[src/rtl/alarm_event_queue.sv]
// alarm_event_queue: turns rising edges on a bank of alarm lines into a
// time-stamped event stream. Detected edges wait in a pending vector and are
// moved, lowest index first and one per cycle, into a first-word-fall-through
// FIFO. A second edge on a line that is still pending is lost and flagged.
module alarm_event_queue #(
  parameter int NUM_ALARMS = 24,
  parameter int DEPTH      = 8,
  parameter int STAMP_W    = 16
) (
  input  logic                     clk,
  input  logic                     reset,
  input  logic [NUM_ALARMS-1:0]    alarm_data,
  input  logic [NUM_ALARMS-1:0]    mask,
  output logic                     evt_valid,
  output logic [4:0]               evt_id,
  output logic [STAMP_W-1:0]       evt_stamp,
  input  logic                     evt_ready,
  output logic [NUM_ALARMS-1:0]    pending,
  output logic [$clog2(DEPTH):0]   count,
  output logic                     overflow,
  input  logic                     clr_overflow
);

  localparam int PW = $clog2(DEPTH);
  localparam int CW = PW + 1;

  // Handshake: the head event is offered whenever evt_valid is high and its
  // id/stamp hold steady until accepted; it is consumed on a rising clk edge
  // where evt_valid && evt_ready. evt_ready alone (FIFO empty) does nothing.

  logic [NUM_ALARMS-1:0] prev;
  logic [NUM_ALARMS-1:0] rise;
  logic [NUM_ALARMS-1:0] grant;
  logic [4:0]            grant_idx;
  logic                  grant_any;
  logic                  pop;
  logic                  push_ok;
  logic [PW-1:0]         wr_ptr;
  logic [PW-1:0]         rd_ptr;
  logic [STAMP_W-1:0]    stamp_cnt;
  logic [4:0]            id_mem    [DEPTH];
  logic [STAMP_W-1:0]    stamp_mem [DEPTH];

  assign rise      = alarm_data & ~prev & ~mask;
  assign evt_valid = (count != '0);
  assign pop       = evt_valid && evt_ready;
  // A full FIFO can still accept when the head leaves in the same cycle.
  assign push_ok   = (count < CW'(DEPTH)) || pop;
  assign evt_id    = evt_valid ? id_mem[rd_ptr]    : '0;
  assign evt_stamp = evt_valid ? stamp_mem[rd_ptr] : '0;

  // Lowest-index pending bit wins the single grant slot of this cycle.
  always_comb begin
    grant_idx = '0;
    grant     = '0;
    for (int i = NUM_ALARMS - 1; i >= 0; i--) begin
      if (pending[i]) grant_idx = 5'(i);
    end
    grant_any = push_ok && (pending != '0);
    if (grant_any) grant = NUM_ALARMS'(1) << grant_idx;
  end

  // Edge history, pending vector, stamp counter and sticky overflow.
  always_ff @(posedge clk or negedge reset) begin
    if (!reset) begin
      prev      <= '1;
      pending   <= '0;
      stamp_cnt <= '0;
      overflow  <= 1'b0;
    end else begin
      prev      <= alarm_data;
      pending   <= (pending & ~grant) | rise;
      stamp_cnt <= stamp_cnt + STAMP_W'(1);
      if ((rise & pending & ~grant) != '0) overflow <= 1'b1;
      else if (clr_overflow)               overflow <= 1'b0;
    end
  end

  // FIFO pointers and occupancy; pointers wrap naturally at DEPTH.
  always_ff @(posedge clk or negedge reset) begin
    if (!reset) begin
      wr_ptr <= '0;
      rd_ptr <= '0;
      count  <= '0;
    end else begin
      if (grant_any) wr_ptr <= wr_ptr + PW'(1);
      if (pop)       rd_ptr <= rd_ptr + PW'(1);
      case ({grant_any, pop})
        2'b10:   count <= count + CW'(1);
        2'b01:   count <= count - CW'(1);
        default: count <= count;
      endcase
    end
  end

  // FIFO storage; contents are don't-care until covered by count.
  always_ff @(posedge clk) begin
    if (grant_any) begin
      id_mem[wr_ptr]    <= grant_idx;
      stamp_mem[wr_ptr] <= stamp_cnt;
    end
  end

endmodule
[config.mk]
export PLATFORM = sky130hd
export DESIGN_NAME = alarm_event_queue
export DESIGN_NICKNAME = d
export VERILOG_FILES = /design/src/rtl/alarm_event_queue.sv
export SDC_FILE = /design/constraint.sdc
export NUM_CORES = 1
export LEC_CHECK = 0
export BUFFER_PORTS_ARGS = -buffer_cell sky130_fd_sc_hd__buf_2
export CAP_MARGIN = 0
export CORE_AREA = 2 2 148 136
export CTS_BUF_LIST = sky130_fd_sc_hd__clkbuf_4 sky130_fd_sc_hd__clkbuf_8
export DETAILED_ROUTE_END_ITERATION = 8
export DIE_AREA = 0 0 150 138
export HOLD_SLACK_MARGIN = 0.1
export PLACE_DENSITY = 0.74
export SLEW_MARGIN = 20
export SYNTH_ARGS = -nofsm -noshare
export SYNTH_HDL_FRONTEND = slang
export SYNTH_SLANG_ARGS = --single-unit
[constraint.sdc]
create_clock -name clk -period 7.7 [get_ports clk]
set_clock_uncertainty 0.15 [all_clocks]
set_input_delay 0 -clock clk [delete_from_list [all_inputs] [get_ports clk]]
set_output_delay 0 -clock clk [all_outputs]
set_load 0.02 [all_outputs]
# --- Yosys cells after proc, flatten, opt, wreduce, memory -nomap -nowiden ---
# Memory sizes are Yosys's and may differ from the RTL's.
# Cells that the tools add are included.
classes:
  n_addsub: 5
  order_cmp: 1
  eq_ne: 2
  shift: 1
  muxes: 32
  bitwise_logic: 9
  n_reduce_logical: 8
ops:
  columns: ["op", "n"]
  rows:
  - ["2-to-1 mux 5 bit", 25]
  - ["AND 24 bit", 5]
  - ["NOT 24 bit", 3]
  - ["nonzero test 24 bit", 2]
  - ["2-to-1 mux 24 bit", 1]
  - ["bitwise OR 24 bit", 1]
  - ["<< shifter 1 x 5 -> 24 bit, first input constant", 1]
  - ["adder 16 x 1 -> 16 bit, second input constant", 1]
  - ["2-to-1 mux 16 bit", 1]
  - ["case mux 4 bit (2 select lines)", 1]
  - ["adder 3 x 1 -> 3 bit, second input constant", 2]
  - ["adder 4 x 1 -> 4 bit, second input constant", 1]
  - ["< comparator 4 bit, second input constant", 1]
  - ["2-to-1 mux 1 bit", 4]
  - ["nonzero test 2 bit", 2]
  - ["nonzero test 4 bit", 1]
  - ["subtractor 4 x 1 -> 4 bit, second input constant", 1]
  - ["== test 2 x 1 -> 1 bit, second input constant", 1]
  - ["== test 2 bit, second input constant", 1]
  - ["logical AND 1 bit", 2]
  - ["logical OR 1 bit", 1]
totals:
  register_bits: 75
  ram_bits: 168
  in_bits: 52
  output_inout_bits: 51
  wordCells: 67
  memories: 2
memory_table:
  columns: ["name", "words", "word_bits", "rd", "rd_ports_with_merged_regs", "write_ports", "line_no", "text"]
  rows:
  - ["stamp_mem", 8, 16, 1, 0, 1, "42", "logic [STAMP_W-1:0] stamp_mem [DEPTH];"]
  - ["id_mem", 8, 5, 1, 0, 1, "41", "logic [4:0] id_mem [DEPTH];"]

# --- Longest topological paths before layout ---
# Gate-level depths: netlist of the first run.
depth:
  depth_word: 30
  mapped_depth: 13

# --- Least setup slack after synthesis of the first run ---
# Ideal clock, no wire load.
synth_path:
  path_type: "register to register"
  start: "register pending[2]"
  end: "memory id_mem[0][0] (enable)"
  setup_time_ns: 0.425
  arrival_ns: 2.926
  required_time_ns: 7.125
  setup_slack_ns: 4.198
  path_stages_with_launch: 8
  synth_period_minus_slack_ns: 3.502
  path_cell_list: "dfrtp_1 clkbuf_1 nor4_1 nand2_1 nor2_1 a21oi_1 nand2b_1 nor3_1"
synth_via:
  elab_chain_len: 4
synth_rtl:
  columns: ["element", "line_no", "text"]
  rows:
  - ["start, declared", "18", "output logic [NUM_ALARMS-1:0] pending,"]
  - ["start signal, assigned", "72", "pending <= (pending & ~grant) | rise;"]
  - ["nonzero test 24 bit", "59", "grant_any = push_ok && (pending != '0);"]
  - ["logical AND 1 bit", "59", null]
  - ["2-to-1 mux 1 bit", "98", "if (grant_any) begin"]
  - ["2-to-1 mux 1 bit (implied by the code)", "99", "id_mem[wr_ptr] <= grant_idx;"]
  - ["end, declared", "41", null]
# Every way passes these cells.

# --- Worst setup path after layout of the first run ---
layout_path:
  start: "register pending[20]"
  end: "register count[3]"
layout_via:
  elab_chain_len: 4
layout_rtl:
  columns: ["element", "line_no", "text"]
  rows:
  - ["nonzero test 24 bit *", "59", null]
  - ["logical AND 1 bit *", "59", null]
  - ["== test 2 x 1 -> 1 bit or == test 2 bit (tied branches)", "88", "case ({grant_any, pop})"]
  - ["case mux 4 bit (2 select lines) or nonzero test 2 bit (tied branches)", null, null]
  - ["end signal, assigned", "89", "2'b10: count <= count + CW'(1);"]
  - ["end signal, assigned", "90", "2'b01: count <= count - CW'(1);"]
  - ["end signal, assigned", "91", "default: count <= count;"]
  - ["end, declared", "19", "output logic [$clog2(DEPTH):0] count,"]
# Mark *: on every way between the ends. The rest lies on a longest branch, timed or not.
# A chain may end at the register's enable or synchronous reset.

==> impl_summary.md, run 1 <==
Logic synthesis
The cell accounting for the most synthesized area is edfxtp_1. Of all flip-flops after synthesis, the portion carrying an async set or reset was 0.309. The post-synthesis net count is 716.

Of the post-synthesis cell area, the dominant cell type holds 0.487. Yosys mapped a number of flops with a built-in enable equal to approximately 170. After synthesis the cells add up to 10400 um2.

The number of warnings issued by yosys is 0. The gate count after technology mapping is 657. The synthesized netlist contains 69 unique library cells. Among all flip-flop cells after synthesis, the most frequent one is edfxtp_1.

The mean post-synth cell area is 15.8 um2. Of the synthesized area, sequential elements account for 0.672. The flop and latch count out of synthesis is about 240. In the post-synthesis netlist, the biggest area contributors are edfxtp_1 49%, dfrtp_1 12%, mux4_2 9.1%.

Pwr
Total power for the finished layout comes to roughly 4500 uW. The maximum vdd ir drop is 0.000259 V. The power density normalized to cell area is 347 nW/um2. The leakage power is 0.00497 uW.

Die
The total number of placement rows is 49. The total core area is 19400 um2. The vertical extent of the die is 138 um. The initial core utilization is 0.534. The top-level I/O count is slightly above 100. The die outline width is 150 um. The die covers 20700 um2.

Setup path
The cell at the slowest stage of the critical path is nor4b_1. The signal on the critical path passes through or4_1 > nor4b_1 > a21oi_1 > inv_1 > ha_1 > ha_1 > a21o_1 > a21oi_1 > xnor2_1 > nor2_1 > xor2_1. The worst endpoint required time is 7.93 ns. The slack of the worst reg-to-reg path is 4.02 ns. The kind of cell with the highest combined delay on the critical path is simple AND/OR/NAND/NOR gates.

The critical path arrival is 3.92 ns. The largest driver fanout on the critical path is 7. The capturing element type of the critical path is a register. The type of element launching the critical path is a register. The number of cells traversed by the worst register-to-register path is 11. The buffers plus inverters on the worst setup path is 1. The start of the worst register-to-register path is pending[20]. The worst register-to-register path ends at count[3]. In this design, the stage delay of the slowest critical-path cell is 0.71 ns. The class of the most critical setup path is reg -> reg.

Status
The run finished with clean final reports.

Finish
Of the cells placed in the final design, the portion with a size suffix greater than 1 is 0.316. The leading cell type in the layout, fill and taps excluded is edfxtp_1. The finished layout cell area is 13000 um2. The finished layout holds 1163 standard cells, fillers aside. The area growth from synthesis to final layout is 25.3%. Leaving out fill and tap cells, the most frequent cells in the layout are 168 x edfxtp_1, 101 x buf_2, 91 x dlygate4sd3_1. The final layout contains between 900 and 1000 nets. The utilization after layout is 0.669.

The number of antenna diodes in the final layout is 0.

Global route
The first global-routing pass estimated 38700 um of wire. The pin count of the biggest net entering global routing is 44. The initial antenna violation count is 0. For this run the aggregate overflow at the end of global routing stands at 0. In the global route stage, overall resource usage came out at 0.245.

The number of global-route vias before repair is 7071.

Worst hold path
The path with the worst hold slack has its endpoint at pending[8]. The worst hold path passes through 4 cells. The path class of the lowest-slack min-delay path is in -> reg. The startpoint identified for the worst hold timing path is mask[8].

STA
The minimum clock period after layout is 3.68 ns. The final count of hold timing violations came to 0. Setup repair after global routing left no endpoint under its margin.

The max-slew violation total from the final report came to 0. The transition at the pin with the smallest max-transition slack is 0.816 ns. The final-report setup violation count is 0. The maximum clock frequency is 272 MHz. For the final routed database, the setup TNS stands at 0 ns.

The max-slew headroom at the worst pin is 0.456. Dividing the final minimum period by the clock period gives 0.478.

Drt
In the routed design, unresolved DRC markers number 0. The mean routed wirelength per cell is 21.1 um. The via total after detailed routing is ~6500. The sum of routed wire length over all layers is 24600 um. The number of iterations in the first detailed-routing pass is 5.

The starting DRC count in detailed routing is 517. The number of routed nets with antenna violations is 0. Using the TritonRoute via totals, the vias-per-cell ratio works out to 5.63.

CTS
The H-tree was split into 2 levels. In this run the post-CTS setup repair buffer count came out at 0. The register clock-pin slew on the reported worst setup and hold paths is 0.06 ns. The clock tree from TritonCTS is yes. Counting along the longest clock path gives a buffer depth of 3. The clock net in this run drives a total of 243 sinks.

The clock root buffer is clkbuf_8. The later pin in the worst-skew pair is clocked with a latency of approximately 0.52 ns. In this run, CTS created clock tree buffers numbering 39.

Placement
Summing all placed instances gives a cell area of 11200 um2. Summed over all nets, the half-perimeter wirelength after detailed placement is roughly 14000 um. The number of instances in the placed design is 999. The routability congestion estimate from global placement is 0.916.

The total of buffers placed on input and output ports is just over 100.

Job
The number of max-capacitance violations reported is 0.
==> sequential cells by signal (all words and copies together), names as in the netlist <==
name / flops
pending: 24
overflow: 1
wr_ptr: 3
count: 4
prev: 24
rd_ptr: 3
stamp_cnt: 16
id_mem: 40
stamp_mem: 128
==> cells in the mapped netlist (all sizes together), types with 4 or more instances <==
cell and count:
o21ai 26, nor4 12, ha 6, a21o 8
inv 18, nor2 47, or3b 12, nand3 12
o22ai 5, o31ai 8, mux4 42, nand2b 20
dfrtp 51, xnor2 14, or3 6, and3 4
xor2 7, clkbuf 14, or4 6, nor3b 6
nor3 9, nand4 4, o41ai 5, a21oi 11
buf 14, dfstp 24, mux2i 23, nand2 35
edfxtp 168
==> final cells by class <==
class	instances	area (um2)
Clock buffer	66	821
Clock inverter	6	61.3
Fill cell	1341	6400
Inverter	18	67.6
Multi-Input combinational cell	368	3210
Sequential cell	243	6950
Tap cell	255	319
Timing Repair Buffer	207	1540
==> layer usage <==
layer,share of wire,GRT usage,vias up
met5,0,0,-
met2,0.52,0.417,220
met4,0.019,0.0655,0
li1,-,-,2992
met3,0.053,0.0538,41
met1,0.41,0.321,3291
==> power by group <==
group / internal [uW] / switching (uW) / total (uW) / leakage, uW
sequential: 1700 / 151 / 1850 / 0.00243
clock: 706 / 482 / 1190 / 0.000460
combinational: 606 / 863 / 1470 / 0.00208
==> timing repair <==
item | 4_1_cts | 5_1_grt
gates resized for setup | 0 | 0
hold endpoints to repair | 122 | 0
hold buffers | 92 | 0
==> metrics by stage <==
stage / hold slack [ns] / setup WS (ns)
detailed placement: -0.188 / 3.94
global placement: -0.195 / 4.09
CTS: 0.105 / 3.83
finish: 0.155 / 4.02
global route: 0.142 / 3.84
floorplan: -0.446 / 4.20
==> worst max path at each step <==
stage	startpoint	endpoint	slack [ns]	cells after the start
finish	pending[20]	count[3]	4.02	11
global route	pending[20]	count[3]	3.84	11
CTS	pending[8]	pending[4]	3.83	7
detailed placement	pending[8]	overflow	3.94	8
global placement	pending[20]	count[3]	4.09	11
floorplan	pending[2]	id_mem[0][0]	4.20	7
==> worst register-to-register path, stage by stage (launching register included) <==
cell and delay (ns):
dfrtp_1 0.45, or4_1 0.61, nor4b_1 0.71, a21oi_1 0.28, inv_1 0.17, ha_1 0.21, ha_1 0.25, a21o_1 0.19
a21oi_1 0.17, xnor2_1 0.14, nor2_1 0.07, xor2_1 0.14
==> logic make-up after synthesis <==
kind of cell | after synthesis | synth area share
flops | 243 | 0.672
simple gates | 190 | 0.107
compound gates | 84 | 0.0595
mux | 66 | 0.115
buf+inv | 46 | 0.0205
xor+xnor | 21 | 0.0178
fa+ha+maj | 7 | 0.00919
No activity file was read; power rests on OpenSTA's default activity.
==> run 2: changes to the inputs <==
--- a/config.mk
+++ b/config.mk
@@ -12,7 +12,7 @@
 export DETAILED_ROUTE_END_ITERATION = 8
 export DIE_AREA = 0 0 150 138
 export HOLD_SLACK_MARGIN = 0.1
-export PLACE_DENSITY = 0.74
+export PLACE_DENSITY = 0.77
 export SLEW_MARGIN = 20
 export SYNTH_ARGS = -nofsm -noshare
 export SYNTH_HDL_FRONTEND = slang
==> constraint.sdc (replaced) <==
create_clock -name clk -period 3.2 [get_ports clk]
set_clock_uncertainty 0.15 [all_clocks]
set_input_delay 0 -clock clk [delete_from_list [all_inputs] [get_ports clk]]
set_output_delay 0 -clock clk [all_outputs]
set_load 0.02 [all_outputs]
==> run 2 against run 1 <==
Critical path depth fell by 4. Clock-buffer cell count is 2 lower. Worst hold slack got worse by 0.027 ns. Global-route usage increased by 0.96 points. Register-to-register slack worse by 3.9 ns. Critical endpoint is now pending[5]. Largest cell class unchanged. Largest power group unchanged.
==> impl_summary.md, run 2 (synthesis results as in run 1) <==
Status
The run finished with clean final reports.

Drt
The sum of routed wire length over all layers is 25600 um. The via total after detailed routing is 6852. The first TritonRoute pass finished after 5 iterations. The starting DRC count in detailed routing is approximately 470. The number of remaining DRC errors is 0. The routed via count divided by cell count is 5.75.

The mean routed wirelength per cell is between 20 and 25 um. The detail route stage leaves a number of antenna-violating nets equal to 0.

Global route
The pin count of the biggest net entering global routing is 52. The total routing resource utilization after global routing is 0.255. The initial antenna violation count is 0. After global routing, the most crowded layer is met2. After global routing the overflow that remains totals 0. The routing usage on met1 is 0.344. The number of global-route vias before repair is 7322.

The first global-routing pass estimated 39900 um of wire. For met2 alone, demand over resource in global routing was 0.417. For this run, global-route usage on met3 was measured as 0.0502.

Placement
At the end of routability-driven placement, the weighted congestion stood at 0.902. The standard cell area after detailed placement is 11300 um2. Port buffering added 102 buffers. The detailed placement HPWL is 15200 um.

Setup path
The worst setup path is launched from a register. The worst register-to-register path ends at pending[5]. The capturing element type of the critical path is a register. The number of cells traversed by the worst register-to-register path is 7.

The largest driver fanout on the critical path is 7. The worst endpoint required time is 3.46 ns. Setup slack on the worst reg-to-reg path comes out at 0.12 ns. The worst register-to-register path begins at pending[8]. The class of the most critical setup path is reg -> reg. Data arrives at the worst endpoint at 3.34 ns.

Die
The total number of placement rows is 49. The core region is 19400 um2. The initial utilization of the core area, before any placement, comes to 0.534.

The vertical extent of the die is 138 um. The top-level I/O count is 103. The die is 150 um wide.

The floorplan step defined a die boundary enclosing 20700 um2.

Finish
Ranked by flip-flop count, first place goes to stamp_mem. The library cells used most frequently in the layout, excluding fill and tap cells, are 168 x edfxtp_1, 101 x buf_2, 98 x dlygate4sd3_1. The diode insertion count for antenna repair is 0. The final layout contains 964 nets. The flip-flop count of the largest register, all copies and words added is 128. The fraction of final layout cells sized beyond drive strength 1 is 0.344. The area growth from synthesis to final layout is 28.5%. The finished layout cell area is 13300 um2. The filler cells instantiated in the layout total 1315. The leading cell type in the layout, fill and taps excluded is edfxtp_1. The largest registers in the layout are stamp_mem (128), id_mem (40).

CTS
The clock root buffer is clkbuf_8. Clock latency on the worst-skew pair, taken at its later pin, is around 0.55 ns. The register clock-pin slew on the reported worst setup and hold paths is 0.06 ns. TritonCTS built the clock tree.

The number of buffers inserted during clock tree synthesis is 40. The clock sink count is 243. The H-tree was split into 2 levels.

The maximum buffer depth of the clock tree is 3.

Pwr
The leakage power is 0.00516 uW. In this run the power density over the cells is 835 nW/um2. Across the VDD grid, the largest voltage drop is 0.000488 V.

STA
The worst hold slack is around 0.13 ns. In this run the tightest slew margin relative to its limit is 0.388. The final count of hold timing violations is 0.

The final-report setup violation count is 0. The clock period could shrink to slightly above 3 ns. At the pin with the least slew margin, the transition time is 0.916 ns. The final clock period utilization by the worst path is 0.962.

The max-slew violation total from the final report was 0. Derived from the worst setup path, the maximum achievable clock frequency is 325 MHz.

Worst hold path
In this run the most critical hold path is launched from alarm_data[18]. The cell depth of the worst min-delay path is 4. In this run the worst hold path is classified as in -> reg.

For hold timing, the worst endpoint is pending[18].

Job
The number of max-capacitance violations reported is 0.
[run 2: cell types whose count changed in the layout (fill, tap and decap cells not counted), moves of 4 or more]
cell / previous run / this run
buf_4: 14 / 32
clkbuf_8: 52 / 45
dlygate4sd3_1: 91 / 98
clkbuf_4: 14 / 19
clkinv_2: 0 / 5
dfrtp_1: 50 / 46
dfrtp_2: 1 / 5
[run 2: how the worst max path moves through the flow]
stage               slack [ns]          to   startpoint  cells after the start
CTS                       0.01    count[3]  pending[22]                     12
global route             -0.01    count[3]  pending[22]                     12
global placement         -0.05    overflow   pending[3]                      9
floorplan                 0.05    count[3]  pending[20]                     11
detailed placement        0.01    count[3]  pending[22]                     12
finish                    0.12  pending[5]   pending[8]                      7
[run 2: per-stage QoR]
stage                     worst slack [ns]   util  setup TNS (ns)  power [uW]  instances
after global placement             -0.0531  0.584         -0.0531        7980       1017
after floorplan                     0.0479      -               0        6870        657
after global routing               -0.0110  0.686         -0.0110       11600       1192
after detailed placement            0.0137  0.584               0        8100       1017
after CTS                          0.00963  0.681               0       11200       1190
final                                0.122  0.686               0       11100       1192
[run 2: critical path, stage by stage, from the launching register on]
cell           delay [ns]
dfrtp_1              0.50
nand2b_4             0.19
a21oi_1              0.35
a211oi_1             0.14
or4_4                0.63
nor3_1               0.31
o22ai_1              0.11
dlygate4sd3_1        0.56
[run 2: repair_timing]
| item | 4_1_cts | 5_1_grt |
|---|---|---|
| pin swaps | 0 | 2 |
| endpoints found under the hold margin | 130 | 0 |
| gates resized for setup | 1 | 19 |
| setup buffers | 0 | 2 |
| setup endpoints to repair | 1 | 4 |
| cloned | 0 | 0 |
| hold buffers | 99 | 0 |
[run 2: layout make-up]
class,count,area [um2],area share
Sequential cell,243,6960,0.523
Clock buffer,64,762,0.0573
Clock inverter,10,114,0.00856
Inverter,18,67.6,0.00508
Tap cell,255,319,0.0240
Multi-Input combinational cell,368,3280,0.247
Timing Repair Buffer,234,1790,0.135
[run 2: layer usage]
layer	wire length, um	part of all wire
met5	0	0
met4	588	0.023
met3	1680	0.066
met2	13000	0.51
met1	10300	0.40
[run 2: report_power, final]
group	switching (uW)	total (uW)	internal, uW
logic	2100	3680	1580
clock network	1230	2910	1690
registers	420	4510	4090
